File: src/rtl/legv8_enc_pkg.sv
// Shared types and constants for the LEGv8 instruction encoder: descriptor classes,
// per-class opcodes, immediate widths and range-check helpers.
package legv8_enc_pkg;

  typedef enum logic [3:0] {
    CLS_ADD  = 4'd0,
    CLS_SUB  = 4'd1,
    CLS_AND  = 4'd2,
    CLS_ORR  = 4'd3,
    CLS_ADDI = 4'd4,
    CLS_SUBI = 4'd5,
    CLS_LDUR = 4'd6,
    CLS_STUR = 4'd7,
    CLS_CBZ  = 4'd8,
    CLS_B    = 4'd9,
    CLS_MOVZ = 4'd10
  } cls_e;

  typedef enum logic [1:0] {
    ST_IDLE = 2'd0,
    ST_LOAD = 2'd1,
    ST_DONE = 2'd2
  } state_e;

  localparam logic [10:0] OP_ADD  = 11'b10001011000;
  localparam logic [10:0] OP_SUB  = 11'b11001011000;
  localparam logic [10:0] OP_AND  = 11'b10001010000;
  localparam logic [10:0] OP_ORR  = 11'b10101010000;
  localparam logic [9:0]  OP_ADDI = 10'b1001000100;
  localparam logic [9:0]  OP_SUBI = 10'b1101000100;
  localparam logic [10:0] OP_LDUR = 11'b11111000010;
  localparam logic [10:0] OP_STUR = 11'b11111000000;
  localparam logic [7:0]  OP_CBZ  = 8'b10110100;
  localparam logic [5:0]  OP_B    = 6'b000101;
  localparam logic [8:0]  OP_MOVZ = 9'b110100101;

  localparam int unsigned IMM_W      = 26;
  localparam int unsigned IMM_I_W    = 12;
  localparam int unsigned IMM_D_W    = 9;
  localparam int unsigned IMM_CB_W   = 19;
  localparam int unsigned IMM_MOVZ_W = 16;

  // True when every bit above the sign bit of a w-bit field repeats that sign bit.
  function automatic logic fits_signed(input logic [IMM_W-1:0] imm, input int unsigned w);
    logic ok;
    ok = 1'b1;
    for (int unsigned i = 0; i < IMM_W; i++) begin
      if (i >= w && imm[i] != imm[w-1]) ok = 1'b0;
    end
    return ok;
  endfunction

  function automatic logic fits_unsigned(input logic [IMM_W-1:0] imm, input int unsigned w);
    logic ok;
    ok = 1'b1;
    for (int unsigned i = 0; i < IMM_W; i++) begin
      if (i >= w && imm[i]) ok = 1'b0;
    end
    return ok;
  endfunction

endpackage

File: src/rtl/legv8_field_pack.sv
// Combinational packer: descriptor class and fields to a 32-bit LEGv8 word plus a
// legality flag (illegal class or immediate out of range for the format).
module legv8_field_pack
  import legv8_enc_pkg::*;
(
  input  logic [3:0]       cls_i,
  input  logic [4:0]       rd_i,
  input  logic [4:0]       rn_i,
  input  logic [4:0]       rm_i,
  input  logic [IMM_W-1:0] imm_i,
  input  logic [1:0]       hw_i,
  output logic [31:0]      word_o,
  output logic             legal_o
);

  always_comb begin
    word_o  = '0;
    legal_o = 1'b0;
    case (cls_i)
      CLS_ADD: begin
        word_o  = {OP_ADD, rm_i, 6'd0, rn_i, rd_i};
        legal_o = 1'b1;
      end
      CLS_SUB: begin
        word_o  = {OP_SUB, rm_i, 6'd0, rn_i, rd_i};
        legal_o = 1'b1;
      end
      CLS_AND: begin
        word_o  = {OP_AND, rm_i, 6'd0, rn_i, rd_i};
        legal_o = 1'b1;
      end
      CLS_ORR: begin
        word_o  = {OP_ORR, rm_i, 6'd0, rn_i, rd_i};
        legal_o = 1'b1;
      end
      CLS_ADDI: begin
        word_o  = {OP_ADDI, imm_i[11:0], rn_i, rd_i};
        legal_o = fits_unsigned(imm_i, IMM_I_W);
      end
      CLS_SUBI: begin
        word_o  = {OP_SUBI, imm_i[11:0], rn_i, rd_i};
        legal_o = fits_unsigned(imm_i, IMM_I_W);
      end
      // STUR carries its source register Rt in the rd field, same slot as LDUR's target.
      CLS_LDUR: begin
        word_o  = {OP_LDUR, imm_i[8:0], 2'b00, rn_i, rd_i};
        legal_o = fits_signed(imm_i, IMM_D_W);
      end
      CLS_STUR: begin
        word_o  = {OP_STUR, imm_i[8:0], 2'b00, rn_i, rd_i};
        legal_o = fits_signed(imm_i, IMM_D_W);
      end
      CLS_CBZ: begin
        word_o  = {OP_CBZ, imm_i[18:0], rd_i};
        legal_o = fits_signed(imm_i, IMM_CB_W);
      end
      CLS_B: begin
        word_o  = {OP_B, imm_i};
        legal_o = 1'b1;
      end
      CLS_MOVZ: begin
        word_o  = {OP_MOVZ, hw_i, imm_i[15:0], rd_i};
        legal_o = fits_unsigned(imm_i, IMM_MOVZ_W);
      end
      default: begin
        word_o  = '0;
        legal_o = 1'b0;
      end
    endcase
  end

endmodule

File: src/rtl/legv8_insn_encoder.sv
// Streaming LEGv8 encoder / imem loader: accepts descriptors over valid/ready, packs them
// and writes consecutive words through a single output register.
//  state | meaning
//  IDLE  | after reset, waiting for start
//  LOAD  | accepting descriptors, issuing imem writes
//  DONE  | last descriptor retired; waiting for a new start
module legv8_insn_encoder
  import legv8_enc_pkg::*;
#(
  parameter int unsigned       ADDR_W    = 64,
  parameter logic [ADDR_W-1:0] BASE_ADDR = '0,
  parameter int unsigned       CNT_W     = 16
) (
  input  logic              CLK,
  input  logic              resetl,
  input  logic              start,
  input  logic              in_valid,
  output logic              in_ready,
  input  logic [3:0]        in_class,
  input  logic [4:0]        in_rd,
  input  logic [4:0]        in_rn,
  input  logic [4:0]        in_rm,
  input  logic [25:0]       in_imm,
  input  logic [1:0]        in_hw,
  input  logic              in_last,
  output logic              imem_wvalid,
  input  logic              imem_wready,
  output logic [ADDR_W-1:0] imem_addr,
  output logic [31:0]       imem_wdata,
  output logic [CNT_W-1:0]  words,
  output logic              done,
  output logic              err
);

  state_e            state_q, state_d;
  logic              last_seen_q, last_seen_d;
  logic              wvalid_q, wvalid_d;
  logic [ADDR_W-1:0] addr_q, addr_d;
  logic [31:0]       wdata_q, wdata_d;
  logic [CNT_W-1:0]  words_q, words_d;
  logic              err_q, err_d;

  logic [31:0] pack_word;
  logic        pack_legal;
  logic        accept;
  logic        wr_fire;

  legv8_field_pack u_pack (
    .cls_i   (in_class),
    .rd_i    (in_rd),
    .rn_i    (in_rn),
    .rm_i    (in_rm),
    .imm_i   (in_imm),
    .hw_i    (in_hw),
    .word_o  (pack_word),
    .legal_o (pack_legal)
  );

  assign in_ready = (state_q == ST_LOAD) && !last_seen_q && (!wvalid_q || imem_wready);
  assign accept   = in_valid && in_ready;
  assign wr_fire  = wvalid_q && imem_wready;

  always_comb begin
    state_d     = state_q;
    last_seen_d = last_seen_q;
    wvalid_d    = wvalid_q;
    addr_d      = addr_q;
    wdata_d     = wdata_q;
    words_d     = words_q;
    err_d       = err_q;

    if (wr_fire) begin
      addr_d   = addr_q + ADDR_W'(4);
      words_d  = words_q + CNT_W'(1);
      wvalid_d = 1'b0;
    end

    case (state_q)
      ST_IDLE, ST_DONE: begin
        if (start) begin
          state_d     = ST_LOAD;
          last_seen_d = 1'b0;
          addr_d      = BASE_ADDR;
          words_d     = '0;
          err_d       = 1'b0;
        end
      end
      ST_LOAD: begin
        if (accept) begin
          if (pack_legal) begin
            wvalid_d = 1'b1;
            wdata_d  = pack_word;
          end else begin
            err_d = 1'b1;
          end
          if (in_last) last_seen_d = 1'b1;
        end
        // Leave only once the final word (if any) has drained from the output register.
        if (last_seen_q && (!wvalid_q || wr_fire)) state_d = ST_DONE;
      end
      default: state_d = ST_IDLE;
    endcase
  end

  always_ff @(posedge CLK or negedge resetl) begin
    if (!resetl) begin
      state_q     <= ST_IDLE;
      last_seen_q <= 1'b0;
      wvalid_q    <= 1'b0;
      addr_q      <= BASE_ADDR;
      wdata_q     <= '0;
      words_q     <= '0;
      err_q       <= 1'b0;
    end else begin
      state_q     <= state_d;
      last_seen_q <= last_seen_d;
      wvalid_q    <= wvalid_d;
      addr_q      <= addr_d;
      wdata_q     <= wdata_d;
      words_q     <= words_d;
      err_q       <= err_d;
    end
  end

  assign imem_wvalid = wvalid_q;
  assign imem_addr   = addr_q;
  assign imem_wdata  = wdata_q;
  assign words       = words_q;
  assign err         = err_q;
  assign done        = (state_q == ST_DONE);

endmodule
File: config.mk
export PLATFORM = sky130hd
export DESIGN_NAME = legv8_insn_encoder
export DESIGN_NICKNAME = d
export VERILOG_FILES = /design/src/rtl/legv8_enc_pkg.sv /design/src/rtl/legv8_field_pack.sv /design/src/rtl/legv8_insn_encoder.sv
export SDC_FILE = /design/constraint.sdc
export NUM_CORES = 1
export LEC_CHECK = 0
export CAP_MARGIN = 0
export CELL_PAD_IN_SITES_DETAIL_PLACEMENT = 1
export CELL_PAD_IN_SITES_GLOBAL_PLACEMENT = 2
export CORE_MARGIN = 10
export CORE_UTILIZATION = 29
export DETAILED_ROUTE_END_ITERATION = 8
export GPL_ROUTABILITY_DRIVEN = 1
export PLACE_DENSITY_LB_ADDON = 0.2
export SYNTH_ARGS = -nofsm -noshare
export SYNTH_HDL_FRONTEND = slang
export SYNTH_SLANG_ARGS = --single-unit
export TNS_END_PERCENT = 100
File: constraint.sdc
create_clock -name CLK -period 3 [get_ports CLK]
set_input_delay 0.6 -clock CLK [delete_from_list [all_inputs] [get_ports CLK]]
set_output_delay 0.6 -clock CLK [all_outputs]
set_load 0.02 [all_outputs]
==> results of run 1 <==
cells by family (layout without fill, tap and decap cells):
| kind of cell | after synthesis | after routing | synth area share |
|---|---|---|---|
| simple gates | 284 | 284 | 0.232 |
| flops | 115 | 115 | 0.460 |
| compound gates | 105 | 105 | 0.108 |
| xor+xnor | 60 | 60 | 0.0839 |
| buf+inv | 56 | 261 | 0.0384 |
| mux | 32 | 32 | 0.0741 |
| fa+ha+maj | 2 | 2 | 0.00400 |
| other cells | 1 | 2 | 0.000599 |
final cells by class:
| cell class | instances | area [sq um] |
|---|---|---|
| Clock inverter | 13 | 231 |
| Multi-Input combinational cell | 485 | 3160 |
| Fill cell | 2378 | 12000 |
| Clock buffer | 19 | 443 |
| Tap cell | 275 | 344 |
| Inverter | 24 | 90.1 |
| Timing Repair Buffer | 205 | 1990 |
| Sequential cell | 115 | 2880 |
sequential cells by signal (all words and copies together) (netlist names):
signal / flops
words: 16
imem_addr: 62
state_q: 2
imem_wdata: 32
imem_wvalid: 1
last_seen_q: 1
err: 1
synth_stat cells, types with 6 or more instances:
cell | n | share of area
dfrtp_1 | 115 | 0.46
nor2_1 | 78 | 0.047
nand2_1 | 58 | 0.035
xnor2_1 | 41 | 0.057
nand3_1 | 33 | 0.026
mux2_4 | 28 | 0.067
a21oi_1 | 26 | 0.021
clkbuf_1 | 25 | 0.015
o21ai_0 | 25 | 0.020
inv_1 | 24 | 0.014
nor3_1 | 20 | 0.016
xor2_1 | 19 | 0.027
a22oi_1 | 17 | 0.020
nand4_1 | 16 | 0.016
nor4_1 | 15 | 0.015
or3_1 | 13 | 0.013
nor2b_1 | 12 | 0.012
and3_1 | 10 | 0.010
a22o_1 | 9 | 0.013
a31oi_1 | 9 | 0.0090
nand2b_1 | 6 | 0.0060
per-layer routing:
metal | vias to the layer above | part of all wire | global-route usage
met1 | 2802 | 0.45 | 0.182
li1 | 2687 | - | -
met5 | - | 0 | 0
met2 | 147 | 0.48 | 0.241
met3 | 6 | 0.067 | 0.0508
met4 | 0 | 0.0046 | 0.0351
report_power, final:
group	total (mW)	internal (mW)	switching, mW
logic	1.42	0.717	0.699
clock network	2.33	1.58	0.748
registers	1.91	1.75	0.161
total	5.66	4.05	1.61
through the flow:
stage | cell area, sq um | util | worst slack [ps]
3_3_place_gp | 8460 | 0.400 | 69.1
3_5_place_dp | 8460 | 0.400 | -11.8
6_report | 9130 | 0.432 | 203
4_1_cts | 9130 | 0.432 | 147
2_1_floorplan | 6270 | - | 514
5_1_grt | 9130 | 0.432 | 76.8
worst paths after layout:
check                               from             to  slack [ps]  depth (start not counted)
min in group CLK           imem_wdata[4]  imem_wdata[4]         510                          1
setup reg to reg           imem_addr[26]  imem_addr[52]         600                          6
setup / recovery             imem_wready       in_ready         200                          4
max in group asynchronous         resetl    last_seen_q        2060                          2
hold / removal                    resetl  imem_addr[20]         180                          1
hold reg to reg            imem_wdata[4]  imem_wdata[4]         510                          1
critical path, delay by kind of cell:
family        cells  cell delay [ps]
simple gates      2              430
buf+inv           2             1160
==> results.yml, run 1 <==
timing:
  slew_headroom: 0.232
  min_period_ps: 2800
  finalCritPeriodShare: 0.932
  rsz0062_at_grt: "no"
  setup_viol: 0
  tns_ps: 0
  fmax_mhz: 357
  drv_slew: 0
  final-hold-violation-count: 0
  worst_clock_skew_ps: 16.3
  tightest_slew_ps: 1150
  hold-worst-slack_ps: 184
setup_path:
  arrival_ps: 2200
  crit_top_cell: "clkdlybuf4s50_1"
  required_ps: 2400
  critical_path_class: "in -> out"
  setup.worst_path.end_class: "primary output"
  worstPathCellList: "clkdlybuf4s50_1, nand2b_1, nor3b_1, clkdlybuf4s50_1"
  crit_slowest_cell: "clkdlybuf4s50_1"
  crit_fanout: 2
  cpPeakStageDelay_ps: 690
  cp-start-kind: "input port"
grt:
  antenna_found_initial: 0
  grt_max_degree: 53
  grtUsageTotal: 0.148
  grt_pass1_vias: 6223
  grt_pass1_wl_microns: 34000
  gr-total-overflow: 0
place:
  dp_hpwl_microns: 16200
  finalWeightedCongestion: 0.851
  place_inst: 1104
  port_buffers: 166
final_layout:
  antenna_cells: 0
  nets: 903
  layout.cells.most_common_list: "165 x clkdlybuf4s50_1, 115 x dfrtp_1, 77 x nor2_1, 58 x nand2_1, 41 x xnor2_1"
  syn_to_final_growth_pct: 45.8
  finalNonFillerCells: 1136
  layout-drive-gt1-share: 0.135
  final_common_cell: "clkdlybuf4s50_1"
floorplan:
  die_y_microns: 167
  coreArea_sq_um: 21200
  std_cell_rows: 53
  pin_count: 169
  start_util: 0.296
  die_w_microns: 167
  dieArea_sq_um: 27900
synth:
  synth_area_sq_um: 6260
  ys_types: 53
  ys_seq_elements: 115
  syn_area_per_cell_sq_um: 9.56
  async_reset_ff_frac: 1.00
  yosysSeqAreaShare: 0.460
  syn_inst: 655
  ys_warn_count: 0
  synth_edf_count: 0
  synth_ff_type: "dfrtp_1"
detailed_routing:
  postRouteAntennaNets: 0
  dr.pass1.iters: 4
  wl_per_cell_microns: 18.4
  drc_errors: 0
  finalWirelength_microns: 21000
  vias: 5642
  drt_iter0_drc: 242
  vias_per_cell: 4.97
clocking:
  clockRootBuffer: "clkbuf_16"
  clk_latency_ps: 410
  cts_made_buffers: 17
  postCtsResizedCells: 0
  clk_path_buf_depth: 2
  cts_sinks: 115
  holdBufCountCts: 0
  postCtsSetupRepairBufs: 0
  cts_tree: "yes"
  cts.clk_slew.worst_paths_ps: 60
  htreeDepth: 4
pwr:
  p_leak_nw: 3.87
  power_density_nw_per_um2: 619
  vdd_drop_max_mv: 0.356
  power.total_mw: 5.66
worst_hold_path:
  min_path_type: "in -> async"
flow_run:
  drv_cap: 0
outcome:
  outcome: "complete, no violations"
Power figures use the tool's default switching activity.
==> run 2, diff against run 1 <==
Settings changed: REMOVE_ABC_BUFFERS set to 1.
==> results.yml, run 2 (synthesized netlist as in run 1, its figures left out) <==
clocking:
  clockRootBuffer: "clkbuf_16"
  clk_path_buf_depth: 2
  cts_sinks: 115
  cts_tree: "yes"
  htreeDepth: 4
  cts.clk_slew.worst_paths_ps: 50
  cts_made_buffers: 17
  holdBufCountCts: 0
  postCtsResizedCells: 0
  clk_latency_ps: 420
  postCtsSetupRepairBufs: 0
timing:
  tightest_slew_ps: 1160
  rsz0062_at_grt: "no"
  final-hold-violation-count: 0
  drv_slew: 0
  fmax_mhz: 348
  min_period_ps: 2870
  finalCritPeriodShare: 0.957
  setup_viol: 0
  slew_headroom: 0.225
  worst_clock_skew_ps: 9.85
detailed_routing:
  vias_per_cell: 4.96
  finalWirelength_microns: 21100
  vias: 5631
  postRouteAntennaNets: 0
  drc_errors: 0
  wl_per_cell_microns: 18.6
  drt_iter0_drc: 233
  dr.pass1.iters: 4
grt:
  grt_pass1_wl_microns: 34400
  grt_max_degree: 64
  grtUsageTotal: 0.151
  gr-total-overflow: 0
  antenna_found_initial: 0
  grt_pass1_vias: 6237
outcome:
  outcome: "complete, no violations"
floorplan:
  die_w_microns: 167
  start_util: 0.296
  dieArea_sq_um: 27900
  coreArea_sq_um: 21200
  die_y_microns: 167
  std_cell_rows: 53
  pin_count: 169
final_layout:
  syn_to_final_growth_pct: 45.0
  nets: 904
  utilization: 0.429
  layout-drive-gt1-share: 0.134
  final_common_cell: "clkdlybuf4s50_1"
  layout.cells.most_common_list: "165 x clkdlybuf4s50_1, 115 x dfrtp_1, 77 x nor2_1, 58 x nand2_1, 41 x xnor2_1"
  antenna_cells: 0
  largest_register_ff_count: 62
worst_hold_path:
  min_path_type: "in -> async"
setup_path:
  required_ps: 2400
  arrival_ps: 2270
  crit_fanout: 2
  cp-start-kind: "input port"
  setup.worst_path.end_class: "primary output"
  critical_path_class: "in -> out"
pwr:
  p_leak_nw: 3.84
  power_density_nw_per_um2: 601
  power.total_mw: 5.45
  vdd_drop_max_mv: 0.299
flow_run:
  drv_cap: 0
place:
  port_buffers: 166
  dp_hpwl_microns: 16100
  finalWeightedCongestion: 0.827
run 2: cell count changes in the layout (fill, tap and decap cells not counted):
cell | previous run | this run
clkinv_4 | 3 | 0
bufinv_16 | 6 | 4
buf_4 | 37 | 38
clkbuf_8 | 1 | 2
clkinv_2 | 2 | 3
clkinvlp_4 | 2 | 3
run 2: final timing paths:
| check | from | end | slack (ps) | depth (start not counted) |
|---|---|---|---|---|
| min reg2reg | imem_wdata[25] | imem_wdata[25] | 510 | 1 |
| min | resetl | imem_addr[21] | 180 | 1 |
| max in group asynchronous | resetl | imem_addr[4] | 2160 | 2 |
| max reg2reg | imem_addr[15] | imem_addr[60] | 570 | 8 |
| max | imem_wready | in_ready | 130 | 4 |
| min in group CLK | imem_wdata[25] | imem_wdata[25] | 510 | 1 |
run 2: where the power goes:
group / total [mW] / internal, mW / switching, mW / leakage [nW]
Clock: 2.14 / 1.42 / 0.725 / 0.294
Sequential: 1.90 / 1.75 / 0.150 / 1.58
Combinational: 1.41 / 0.713 / 0.696 / 1.97
run 2: area by class of cell:
cell class	count	area [sq um]
inverter	24	90.1
clock inverter	10	158
fill	2367	12100
multi-input combinational	485	3160
sequential	115	2880
timing repair buffer	206	2000
tap	275	344
clock buffer	20	457
run 2: worst max-delay path, stage by stage:
cell             delay, ps
clkdlybuf4s50_1        470
nand2b_1               130
nor3b_1                360
clkdlybuf4s50_1        700
run 2: layer usage:
| metal | track usage | part of all wire |
|---|---|---|
| met3 | 0.0584 | 0.063 |
| met2 | 0.257 | 0.50 |
| met4 | 0.0389 | 0.012 |
| met5 | 0 | 0 |
| met1 | 0.174 | 0.43 |
run 2: through the flow:
step | TNS, ps | instance area (sq um) | hold WS (ps) | worst slack, ps | cells
after detailed placement | -7.73 | 8460 | 496 | -4.74 | 1105
final | 0 | 9080 | 181 | 129 | 1135
after global placement | 0 | 8460 | 497 | 50.3 | 1105
after CTS | 0 | 9080 | 187 | 57.2 | 1135
after floorplan | -32550 | 6120 | 304 | -579 | 624
after global routing | 0 | 9080 | 204 | 55.4 | 1135
==> run 3, diff against run 2 <==
==> constraint.sdc (replaced) <==
create_clock -name CLK -period 3 [get_ports CLK]
set_input_delay 0.75 -clock CLK [delete_from_list [all_inputs] [get_ports CLK]]
set_output_delay 0.75 -clock CLK [all_outputs]
set_load 0.02 [all_outputs]
==> results.yml, run 3 (synthesized netlist as in run 1, its figures left out) <==
detailed_routing:
  vias_per_cell: 4.98
  postRouteAntennaNets: 0
  dr.pass1.iters: 4
  wl_per_cell_microns: 18.7
  vias: 5738
  finalWirelength_microns: 21500
  drt_iter0_drc: 251
  drc_errors: 0
timing:
  worst_clock_skew_ps: 16.5
  setup_viol: 0
  fmax_mhz: 364
  final-hold-violation-count: 0
  rsz0062_at_grt: "no"
  slew_headroom: 0.243
  tightest_slew_ps: 1130
  finalCritPeriodShare: 0.917
  drv_slew: 0
  min_period_ps: 2750
setup_path:
  crit_fanout: 2
  cpPeakStageDelay_ps: 480
  cp-start-kind: "input port"
  critical_path_class: "in -> out"
  worstPathCellList: "clkdlybuf4s50_1, nand2b_1, nor3b_2, dlygate4sd2_1"
  setup.worst_path.end_class: "primary output"
  crit_slowest_cell: "clkdlybuf4s50_1"
  arrival_ps: 2000
  required_ps: 2250
clocking:
  clk_path_buf_depth: 2
  cts_made_buffers: 17
  clockRootBuffer: "clkbuf_16"
  htreeDepth: 4
  clk_latency_ps: 420
  cts.clk_slew.worst_paths_ps: 60
  cts_tree: "yes"
  postCtsSetupRepairBufs: 0
  cts_sinks: 115
  holdBufCountCts: 0
final_layout:
  layout.cells.most_common_list: "164 x clkdlybuf4s50_1, 115 x dfrtp_1, 77 x nor2_1, 58 x nand2_1, 53 x buf_4"
  layout-drive-gt1-share: 0.154
  final_common_cell: "clkdlybuf4s50_1"
  nets: 920
  fill_cells: 2395
  multi_input_area_sq_um: 3160
  syn_to_final_growth_pct: 47.2
  antenna_cells: 0
  seq_area_sq_um: 2880
  stdcell_area_sq_um: 9220
  largest_register_ff_count: 62
floorplan:
  dieArea_sq_um: 27900
  pin_count: 169
  coreArea_sq_um: 21200
  die_y_microns: 167
  start_util: 0.296
  std_cell_rows: 53
  die_w_microns: 167
flow_run:
  drv_cap: 0
place:
  placed_cell_area_sq_um: 8600
  dp_hpwl_microns: 16500
  finalWeightedCongestion: 0.841
  port_buffers: 166
grt:
  grt_pass1_wl_microns: 35600
  gr-total-overflow: 0
  grt_max_degree: 65
  grtUsageTotal: 0.155
  antenna_found_initial: 0
  grt_pass1_vias: 6430
worst_hold_path:
  min_path_type: "in -> async"
pwr:
  power_density_nw_per_um2: 592
  power.total_mw: 5.46
  p_leak_nw: 3.93
  vdd_drop_max_mv: 0.297
outcome:
  outcome: "complete, no violations"
-- run 3: changes by cell type in the layout (fill, tap and decap cells not counted) --
cell,change
clkbuf_1,-1
buf_12,+1
clkdlybuf4s50_1,-1
nor3b_1,-1
bufinv_16,-1
nor3b_2,+1
dlygate4sd2_1,+1
clkbuf_8,-1
clkinvlp_4,+1
clkinv_2,-2
buf_4,+15
clkinv_4,+3
inv_6,+3
-- run 3: final timing paths --
| kind | startpoint | end | slack (ps) | cells past startpoint |
|---|---|---|---|---|
| hold / removal | resetl | imem_addr[28] | 250 | 1 |
| hold reg to reg | imem_wdata[25] | imem_wdata[25] | 520 | 1 |
| setup reg to reg | imem_addr[10] | imem_addr[60] | 530 | 8 |
| max in group asynchronous | resetl | imem_addr[12] | 2030 | 2 |
| min in group CLK | imem_wdata[25] | imem_wdata[25] | 520 | 1 |
| setup / recovery | imem_wready | in_ready | 250 | 4 |
-- run 3: report_power, final --
| part | switching (mW) | internal [mW] |
|---|---|---|
| registers | 0.151 | 1.75 |
| logic | 0.706 | 0.734 |
| clock network | 0.780 | 1.34 |
-- run 3: per-layer routing --
metal / up-vias / part of all wire / GRT usage / wire [microns]
li1: 2720 / - / - / -
met1: 2876 / 0.43 / 0.179 / 9200
met2: 129 / 0.51 / 0.268 / 10900
met3: 13 / 0.058 / 0.0508 / 1240
met4: 0 / 0.010 / 0.0435 / 221
met5: - / 0 / 0 / 0
-- run 3: cell type report --
class	count	share of cell area
Multi-Input combinational cell	485	0.343
Sequential cell	115	0.312
Timing Repair Buffer	222	0.231
Clock buffer	18	0.0476
Tap cell	275	0.0373
Clock inverter	14	0.0193
Inverter	24	0.00977
-- run 3: worst max-delay path, delay by kind of cell --
family        cells  cell delay [ps]
buf+inv           2              860
simple gates      2              390
-- run 3: repair_timing --
item / in CTS / in global routing
resized for setup: 2 / 0
hold endpoints to repair: 0 / 0
endpoints found under the setup margin: 1 / 0
-- run 3: per-stage QoR --
| step | utilization | instances | setup slack, ps | hold WS, ps | TNS (ps) |
|---|---|---|---|---|---|
| floorplan | - | 624 | -729 | 454 | -48450 |
| global placement | 0.406 | 1121 | -242 | 497 | -2120 |
| detailed placement | 0.406 | 1121 | -255 | 495 | -3280 |
| CTS | 0.436 | 1153 | 207 | 249 | 0 |
| global route | 0.436 | 1153 | 118 | 267 | 0 |
| finish | 0.436 | 1153 | 250 | 253 | 0 |
